File: src/rtl/render_addr_gen_pkg.sv
// Shared constants for the pixel-to-memory address generator.
// Contents: tile geometry, default map size and screen origin, memory-select
// encodings, and sprite ids.
package render_addr_gen_pkg;

  localparam int TILE_PX      = 8;
  localparam int DEF_MAP_W    = 28;
  localparam int DEF_MAP_H    = 31;
  localparam int DEF_H_ORIGIN = 208;
  localparam int DEF_V_ORIGIN = 116;
  localparam int DEF_N_SPRITE = 5;
  localparam int DEF_ANIM_DIV = 8;

  localparam logic [1:0] MEM_SEL_BLANK = 2'b00;
  localparam logic [1:0] MEM_SEL_MAP   = 2'b01;
  localparam logic [1:0] MEM_SEL_CHAR  = 2'b11;

  localparam int SPR_PACMAN = 0;
  localparam int SPR_GHOST0 = 1;
  localparam int SPR_GHOST1 = 2;
  localparam int SPR_GHOST2 = 3;
  localparam int SPR_GHOST3 = 4;

endpackage

File: src/rtl/render_addr_gen_if.sv
// Pixel stream in / memory-request fields out of the render address generator.
// Signals:
//   pix_valid, pix_x, pix_y        pixel request from the sync generator
//   valid, mem_select              result qualifier and memory select
//   address_map, address_char      tile id / {sprite id, animation phase}
//   tile_offset, char_offset       {y[2:0], x[2:0]} within tile / sprite
// Modports: master drives pixels and receives results; slave is the generator.
interface render_addr_gen_if;
  logic       pix_valid;
  logic [9:0] pix_x;
  logic [9:0] pix_y;
  logic       valid;
  logic [1:0] mem_select;
  logic [7:0] address_map;
  logic [7:0] address_char;
  logic [5:0] tile_offset;
  logic [5:0] char_offset;

  modport master (
    output pix_valid, pix_x, pix_y,
    input  valid, mem_select, address_map, address_char, tile_offset, char_offset
  );

  modport slave (
    input  pix_valid, pix_x, pix_y,
    output valid, mem_select, address_map, address_char, tile_offset, char_offset
  );
endinterface

File: src/rtl/render_addr_gen_sprite_hit_unit.sv
// Combinational hit test of one map-space pixel against one 8x8 sprite.
// Ports:
//   i_mx, i_my   map-space pixel position (11 bit, only meaningful when in map)
//   i_sx, i_sy   sprite top-left in map space
//   i_en         sprite enabled
//   o_hit        pixel lies inside the sprite box
//   o_dx, o_dy   pixel position within the sprite
module sprite_hit_unit
  import render_addr_gen_pkg::*;
(
  input  logic [10:0] i_mx,
  input  logic [10:0] i_my,
  input  logic [9:0]  i_sx,
  input  logic [9:0]  i_sy,
  input  logic        i_en,
  output logic        o_hit,
  output logic [2:0]  o_dx,
  output logic [2:0]  o_dy
);

  logic [10:0] sx_e, sy_e;

  // Box bounds widened to 11 bits so a sprite near x=1023 does not wrap.
  assign sx_e = {1'b0, i_sx};
  assign sy_e = {1'b0, i_sy};

  assign o_hit = i_en
               & (i_mx >= sx_e) & (i_mx < sx_e + 11'(TILE_PX))
               & (i_my >= sy_e) & (i_my < sy_e + 11'(TILE_PX));

  // Only the low three bits of the difference matter inside an 8-pixel box.
  assign o_dx = i_mx[2:0] - i_sx[2:0];
  assign o_dy = i_my[2:0] - i_sy[2:0];

endmodule

File: src/rtl/render_addr_gen.sv
// Pixel-to-memory address generator. For each visible pixel it picks either the
// map tile (tile id from the tile-map RAM) or the highest-priority sprite and
// emits select/address/offset fields two cycles later.
// Ports:
//   i_clk, i_rst_n               pixel clock, synchronous active-low reset
//   pix_bus                      pixel request in / result fields out
//   i_frame_start                latches sprite state, advances animation
//   i_sprite_x/_y/_en            per-sprite map-space position and enable
//   o_map_rd_addr                tile-map RAM address (combinational, held)
//   i_map_rd_data                tile id, one cycle after o_map_rd_addr
module render_addr_gen
  import render_addr_gen_pkg::*;
#(
  parameter int H_ORIGIN = DEF_H_ORIGIN,
  parameter int V_ORIGIN = DEF_V_ORIGIN,
  parameter int MAP_W    = DEF_MAP_W,
  parameter int MAP_H    = DEF_MAP_H,
  parameter int N_SPRITE = DEF_N_SPRITE,
  parameter int ANIM_DIV = DEF_ANIM_DIV
) (
  input  logic                    i_clk,
  input  logic                    i_rst_n,
  render_addr_gen_if.slave        pix_bus,
  input  logic                    i_frame_start,
  input  logic [10*N_SPRITE-1:0]  i_sprite_x,
  input  logic [10*N_SPRITE-1:0]  i_sprite_y,
  input  logic [N_SPRITE-1:0]     i_sprite_en,
  output logic [9:0]              o_map_rd_addr,
  input  logic [7:0]              i_map_rd_data
);

  localparam int FC_W = (ANIM_DIV > 1) ? $clog2(ANIM_DIV) : 1;

  // S0: map-space coordinates; bit 10 set means left of / above the map.
  logic [10:0] mx, my;
  logic        in_map;
  logic [9:0]  map_addr_now, map_addr_q, map_addr_d;

  assign mx = {1'b0, pix_bus.pix_x} - 11'(H_ORIGIN);
  assign my = {1'b0, pix_bus.pix_y} - 11'(V_ORIGIN);

  assign in_map = pix_bus.pix_valid
                & ~mx[10] & (mx < 11'(MAP_W * TILE_PX))
                & ~my[10] & (my < 11'(MAP_H * TILE_PX));

  assign map_addr_now  = 10'(int'(my[10:3]) * MAP_W + int'(mx[10:3]));
  // Address goes out in the pixel's own cycle so the sync RAM answers in time for S2.
  assign o_map_rd_addr = in_map ? map_addr_now : map_addr_q;
  assign map_addr_d    = o_map_rd_addr;

  // Sprite state latched once per frame.
  logic [10*N_SPRITE-1:0] spr_x_q, spr_y_q;
  logic [N_SPRITE-1:0]    spr_en_q;
  logic [N_SPRITE-1:0]    hit;
  logic [2:0]             dx_arr [N_SPRITE];
  logic [2:0]             dy_arr [N_SPRITE];

  for (genvar g = 0; g < N_SPRITE; g++) begin : g_spr
    sprite_hit_unit u_hit (
      .i_mx  (mx),
      .i_my  (my),
      .i_sx  (spr_x_q[10*g +: 10]),
      .i_sy  (spr_y_q[10*g +: 10]),
      .i_en  (spr_en_q[g]),
      .o_hit (hit[g]),
      .o_dx  (dx_arr[g]),
      .o_dy  (dy_arr[g])
    );
  end

  // Lowest sprite index wins; scanning downward lets the lowest overwrite last.
  logic       sel_hit;
  logic [5:0] sel_id;
  logic [2:0] sel_dx, sel_dy;

  always_comb begin
    sel_hit = 1'b0;
    sel_id  = '0;
    sel_dx  = '0;
    sel_dy  = '0;
    for (int k = N_SPRITE - 1; k >= 0; k--) begin
      if (hit[k] && in_map) begin
        sel_hit = 1'b1;
        sel_id  = 6'(k);
        sel_dx  = dx_arr[k];
        sel_dy  = dy_arr[k];
      end
    end
  end

  // Animation: frame counter wraps at ANIM_DIV-1 and steps the 2-bit phase.
  logic [FC_W-1:0] frame_cnt_q, frame_cnt_d;
  logic [1:0]      anim_q, anim_d;

  always_comb begin
    frame_cnt_d = frame_cnt_q + FC_W'(1);
    anim_d      = anim_q;
    if (frame_cnt_q == FC_W'(ANIM_DIV - 1)) begin
      frame_cnt_d = '0;
      anim_d      = anim_q + 2'd1;
    end
  end

  // S1 and S2 pipeline registers.
  logic       v1_q, inmap1_q, hit1_q;
  logic [5:0] id1_q;
  logic [2:0] cdx1_q, cdy1_q, tx1_q, ty1_q;

  logic       valid_q;
  logic [1:0] sel_q;
  logic [7:0] amap_q, achar_q;
  logic [5:0] toff_q, coff_q;

  always_ff @(posedge i_clk) begin
    if (!i_rst_n) begin
      map_addr_q  <= '0;
      spr_x_q     <= '0;
      spr_y_q     <= '0;
      spr_en_q    <= '0;
      frame_cnt_q <= '0;
      anim_q      <= '0;
      v1_q        <= 1'b0;
      inmap1_q    <= 1'b0;
      hit1_q      <= 1'b0;
      id1_q       <= '0;
      cdx1_q      <= '0;
      cdy1_q      <= '0;
      tx1_q       <= '0;
      ty1_q       <= '0;
      valid_q     <= 1'b0;
      sel_q       <= MEM_SEL_BLANK;
      amap_q      <= '0;
      achar_q     <= '0;
      toff_q      <= '0;
      coff_q      <= '0;
    end else begin
      map_addr_q <= map_addr_d;
      if (i_frame_start) begin
        spr_x_q     <= i_sprite_x;
        spr_y_q     <= i_sprite_y;
        spr_en_q    <= i_sprite_en;
        frame_cnt_q <= frame_cnt_d;
        anim_q      <= anim_d;
      end

      v1_q     <= pix_bus.pix_valid;
      inmap1_q <= in_map;
      hit1_q   <= sel_hit;
      id1_q    <= sel_id;
      cdx1_q   <= sel_dx;
      cdy1_q   <= sel_dy;
      tx1_q    <= mx[2:0];
      ty1_q    <= my[2:0];

      valid_q <= v1_q;
      sel_q   <= MEM_SEL_BLANK;
      amap_q  <= '0;
      achar_q <= '0;
      toff_q  <= '0;
      coff_q  <= '0;
      if (v1_q && inmap1_q) begin
        if (hit1_q) begin
          sel_q   <= MEM_SEL_CHAR;
          achar_q <= {id1_q, anim_q};
          coff_q  <= {cdy1_q, cdx1_q};
        end else begin
          sel_q  <= MEM_SEL_MAP;
          amap_q <= i_map_rd_data;
          toff_q <= {ty1_q, tx1_q};
        end
      end
    end
  end

  assign pix_bus.valid        = valid_q;
  assign pix_bus.mem_select   = sel_q;
  assign pix_bus.address_map  = amap_q;
  assign pix_bus.address_char = achar_q;
  assign pix_bus.tile_offset  = toff_q;
  assign pix_bus.char_offset  = coff_q;

endmodule
File: src/flat_wrapper.sv
// flat-port wrapper written by rule: the top's interface ports become plain ports
module render_addr_gen_flat import render_addr_gen_pkg::*;
#(
  parameter int H_ORIGIN = DEF_H_ORIGIN,
  parameter int V_ORIGIN = DEF_V_ORIGIN,
  parameter int MAP_W    = DEF_MAP_W,
  parameter int MAP_H    = DEF_MAP_H,
  parameter int N_SPRITE = DEF_N_SPRITE,
  parameter int ANIM_DIV = DEF_ANIM_DIV
)
  (i_clk, i_rst_n, i_frame_start, i_sprite_x, i_sprite_y, i_sprite_en, o_map_rd_addr, i_map_rd_data, pix_bus_pix_valid, pix_bus_pix_x, pix_bus_pix_y, pix_bus_valid, pix_bus_mem_select, pix_bus_address_map, pix_bus_address_char, pix_bus_tile_offset, pix_bus_char_offset);
  render_addr_gen_if pix_bus_i ();
  input  logic i_clk;
  input  logic i_rst_n;
  input  logic i_frame_start;
  input  logic [10*N_SPRITE-1:0] i_sprite_x;
  input  logic [10*N_SPRITE-1:0] i_sprite_y;
  input  logic [N_SPRITE-1:0] i_sprite_en;
  output logic [9:0] o_map_rd_addr;
  input  logic [7:0] i_map_rd_data;
  input wire logic [$bits(pix_bus_i.pix_valid)-1:0] pix_bus_pix_valid;
  input wire logic [$bits(pix_bus_i.pix_x)-1:0] pix_bus_pix_x;
  input wire logic [$bits(pix_bus_i.pix_y)-1:0] pix_bus_pix_y;
  output wire logic [$bits(pix_bus_i.valid)-1:0] pix_bus_valid;
  output wire logic [$bits(pix_bus_i.mem_select)-1:0] pix_bus_mem_select;
  output wire logic [$bits(pix_bus_i.address_map)-1:0] pix_bus_address_map;
  output wire logic [$bits(pix_bus_i.address_char)-1:0] pix_bus_address_char;
  output wire logic [$bits(pix_bus_i.tile_offset)-1:0] pix_bus_tile_offset;
  output wire logic [$bits(pix_bus_i.char_offset)-1:0] pix_bus_char_offset;
  assign pix_bus_i.pix_valid = pix_bus_pix_valid;
  assign pix_bus_i.pix_x = pix_bus_pix_x;
  assign pix_bus_i.pix_y = pix_bus_pix_y;
  assign pix_bus_valid = pix_bus_i.valid;
  assign pix_bus_mem_select = pix_bus_i.mem_select;
  assign pix_bus_address_map = pix_bus_i.address_map;
  assign pix_bus_address_char = pix_bus_i.address_char;
  assign pix_bus_tile_offset = pix_bus_i.tile_offset;
  assign pix_bus_char_offset = pix_bus_i.char_offset;
  render_addr_gen #(.H_ORIGIN(H_ORIGIN), .V_ORIGIN(V_ORIGIN), .MAP_W(MAP_W), .MAP_H(MAP_H), .N_SPRITE(N_SPRITE), .ANIM_DIV(ANIM_DIV)) u_core (.i_clk(i_clk), .i_rst_n(i_rst_n), .pix_bus(pix_bus_i), .i_frame_start(i_frame_start), .i_sprite_x(i_sprite_x), .i_sprite_y(i_sprite_y), .i_sprite_en(i_sprite_en), .o_map_rd_addr(o_map_rd_addr), .i_map_rd_data(i_map_rd_data));
endmodule
File: config.mk
export PLATFORM = sky130hd
export DESIGN_NAME = render_addr_gen_flat
export DESIGN_NICKNAME = d
export VERILOG_FILES = /design/src/rtl/render_addr_gen_pkg.sv /design/src/rtl/render_addr_gen_if.sv /design/src/rtl/render_addr_gen_sprite_hit_unit.sv /design/src/rtl/render_addr_gen.sv /design/src/flat_wrapper.sv
export SDC_FILE = /design/constraint.sdc
export NUM_CORES = 1
export LEC_CHECK = 0
export BUFFER_PORTS_ARGS = -buffer_cell sky130_fd_sc_hd__buf_4
export CAP_MARGIN = 20
export CORE_UTILIZATION = 55
export CTS_CLUSTER_SIZE = 10
export DETAILED_ROUTE_END_ITERATION = 8
export PLACE_DENSITY = 0.83
export RECOVER_POWER = 100
export SLEW_MARGIN = 40
export SYNTH_ARGS = -nofsm -noshare
export SYNTH_HDL_FRONTEND = slang
export SYNTH_SLANG_ARGS = --single-unit
File: constraint.sdc
create_clock -name i_clk -period 4.88 [get_ports i_clk]
set_input_delay 0.488 -clock i_clk [delete_from_list [all_inputs] [get_ports i_clk]]
set_output_delay 0.488 -clock i_clk [all_outputs]
set_load 0.005 [all_outputs]
==> results.json <==
{
  "criticalPathCategory": "primary input to output pin",
  "synthMostInstantiatedCell": "ha_1",
  "synth-seq-cells": 166,
  "start_util": 0.5617,
  "die_height_um": 151.3,
  "final_net_count": 1939,
  "fin_crit_ns": 4.453,
  "cts_tree": "yes",
  "cp_max_fo": 4,
  "finalSetupTns_ns": 0,
  "multi_input_area_um2": 8232,
  "die_area_um2": 22890,
  "syn-instance-count": 1395,
  "synthTopCellsByArea": "dfxtp_1, ha_1, mux2i_1, nor2_1, xnor2_1",
  "hp-class": "primary input to flop",
  "layout-drive-gt1-share": 0.1374,
  "fp.dieW_um": 151.3,
  "ys_seq_area_frac": 0.2711,
  "arrival_ns": 3.96,
  "areaGrowthSynthToFinish_pct": 17.81,
  "grt_max_degree": 86,
  "cts_setup_buffers": 0,
  "status": "finished with violations",
  "clock-sinks": 166,
  "ant_nets": 0,
  "syn_area_per_cell_um2": 8.787,
  "post-route-util": 0.6617,
  "violations": "max-capacitance violations, max-slew violations",
  "ff_latch_area_um2": 3323,
  "synth_top_area_share": 0.2711,
  "vdd_drop_max_mv": 0.1916,
  "first_pass_iters": 5,
  "hold_viol_final": 0,
  "gp_congestion": 0.9099,
  "port_buffers": 174,
  "htreeDepth": 4,
  "wl_mm": 33.00,
  "cts_resized": 0,
  "vias": 10721,
  "required_ns": 4.39,
  "drt_iter0_drc": 618,
  "grt-ovfl-total": 0,
  "clock_skew_ns": 0.01009,
  "synth-main-ff-cell": "dfxtp_1",
  "power_leakage_uw": 0.006671,
  "root_buffer": "clkbuf_16",
  "yosysWarnings": 0,
  "async_flop_share": 0,
  "grt_use_total": 0.2938,
  "dp_hpwl_mm": 24.99,
  "max_stage_delay_ns": 0.53,
  "clk_latency_ns": 0.45,
  "synth_commonest_cells": "ha_1, dfxtp_1, nor2_1",
  "drc": 0,
  "cp_cell_sequence": "buf_4 -> inv_1 -> ha_1 -> nor2_1 -> xor2_1 -> fa_1 -> ha_1 -> a21o_1 -> a21oi_1 -> xnor2_1 -> ha_1 -> nor2b_1 -> o21ai_0 -> xnor2_1 -> o21ai_0 -> buf_4",
  "antenna_cells": 0,
  "clk_path_buf_depth": 2,
  "rsz0062_at_grt": "false",
  "cp-start-kind": "primary input",
  "path_clk_slew_ns": 0.07,
  "first_global_vias": 10507,
  "yosys.area.top_type": "dfxtp_1",
  "cpMostUsedCell": "ha_1",
  "setup_viol": 0,
  "max_freq_mhz": 224.6,
  "synthesis.area_um2": 12260,
  "pin_count": 178,
  "grt_first_pass_wirelength_mm": 52.10,
  "synth-edff-count": 0,
  "cts_buffers": 17,
  "endpoint_kind": "output pin",
  "placement_rows": 54,
  "synth_cell_types": 60,
  "wire_per_inst_um": 17.67,
  "tightest_slew_ns": 1.786,
  "slowest_stage": "fa_1",
  "holdBufCountCts": 0,
  "num-fill-cells": 1745,
  "maxSlewHeadroom": -0.1971,
  "max-cap-violations": 1,
  "power.density_nw_per_um2": 281.9,
  "antenna_found_initial": 0,
  "drv_slew": 52,
  "vias_per_cell": 5.742,
  "core_area_um2": 21820,
  "finalCritPeriodShare": 0.9124,
  "whs_ns": 0.2176,
  "total_power_uw": 4070
}
[power breakdown]
part	internal, uW	switching (uW)	total (uW)
sequential	1410	61.3	1480
clock	676	649	1330
combinational	583	686	1270
total	2670	1400	4070
[through the flow]
step	setup WS (ns)	std cells	cell area, um2
finish	0.4273	1867	14440
global route	0.2056	1867	14440
CTS	0.4415	1867	14520
detailed placement	0.4683	1835	13960
global placement	0.6291	1835	13960
floorplan	0.3336	1397	12270
[cells by family after synthesis]
group | after synthesis | synth area share
AOI/OAI and AO/OA | 219 | 0.1201
xor gates and xnor gates | 84 | 0.06002
adders and majority gates | 228 | 0.2431
buffers and inverters | 187 | 0.05849
DFF | 166 | 0.2711
muxes | 109 | 0.08911
other | 1 | 0.0003059
and+or+nand+nor | 401 | 0.1577
[critical path, delay by kind of cell]
family,cells,cell delay (ns)
compound gates,4,0.86
simple gates,2,0.30
buf+inv,3,0.33
fa+ha+maj,4,1.38
xor+xnor,3,0.61
[final timing paths]
kind / startpoint / to / slack, ns / cells past startpoint
max: pix_bus_pix_y[2] / o_map_rd_addr[9] / 0.43 / 16
min: pix_bus_pix_y[2] / u_core.ty1_q[2] / 0.22 / 2
max reg2reg: u_core.spr_x_q[35] / u_core.cdx1_q[2] / 1.18 / 13
min reg2reg: u_core.tx1_q[2] / u_core.pix_bus.tile_offset[2] / 0.45 / 1
[per-layer routing]
layer  wire length, um  share of wire  vias up  GRT usage
li1                  -              -     5221          -
met4              1117          0.034        0     0.1260
met5                 0              0        -          0
met2             15510           0.47      391     0.5009
met1             14020           0.42     5010     0.3653
met3              2354          0.071       99    0.04518
[cells in the final DEF (no fill, tap or decap), types with 19 or more instances in the layout]
master      n
a211oi_1   19
a21o_1     20
a21oi_1    50
buf_4     162
clkbuf_1   21
dfxtp_1   166
ha_1      211
inv_1     144
mux2i_1   108
nand2_1    56
nand3_1    47
nor2_1    155
nor2b_1    21
nor3_1     22
o21ai_0    47
xnor2_1    66
[flip-flops by register name (all words and copies together), names as in the netlist, 5 cells and up]
register                     count
u_core.map_addr_q               10
u_core.pix_bus.address_map       8
u_core.pix_bus.char_offset       6
u_core.spr_y_q                  50
u_core.pix_bus.address_char      5
u_core.pix_bus.tile_offset       6
u_core.spr_en_q                  5
u_core.spr_x_q                  50
[final cells by class]
type                       instances  share of cell area
clock buffer                      18             0.02972
multi-input combinational       1044              0.5700
inverter                         145             0.03777
clock inverter                    14            0.009011
sequential                       166              0.2301
timing repair buffer             200             0.09912
tap                              280             0.02426
No activity file was read; power rests on OpenSTA's default activity.
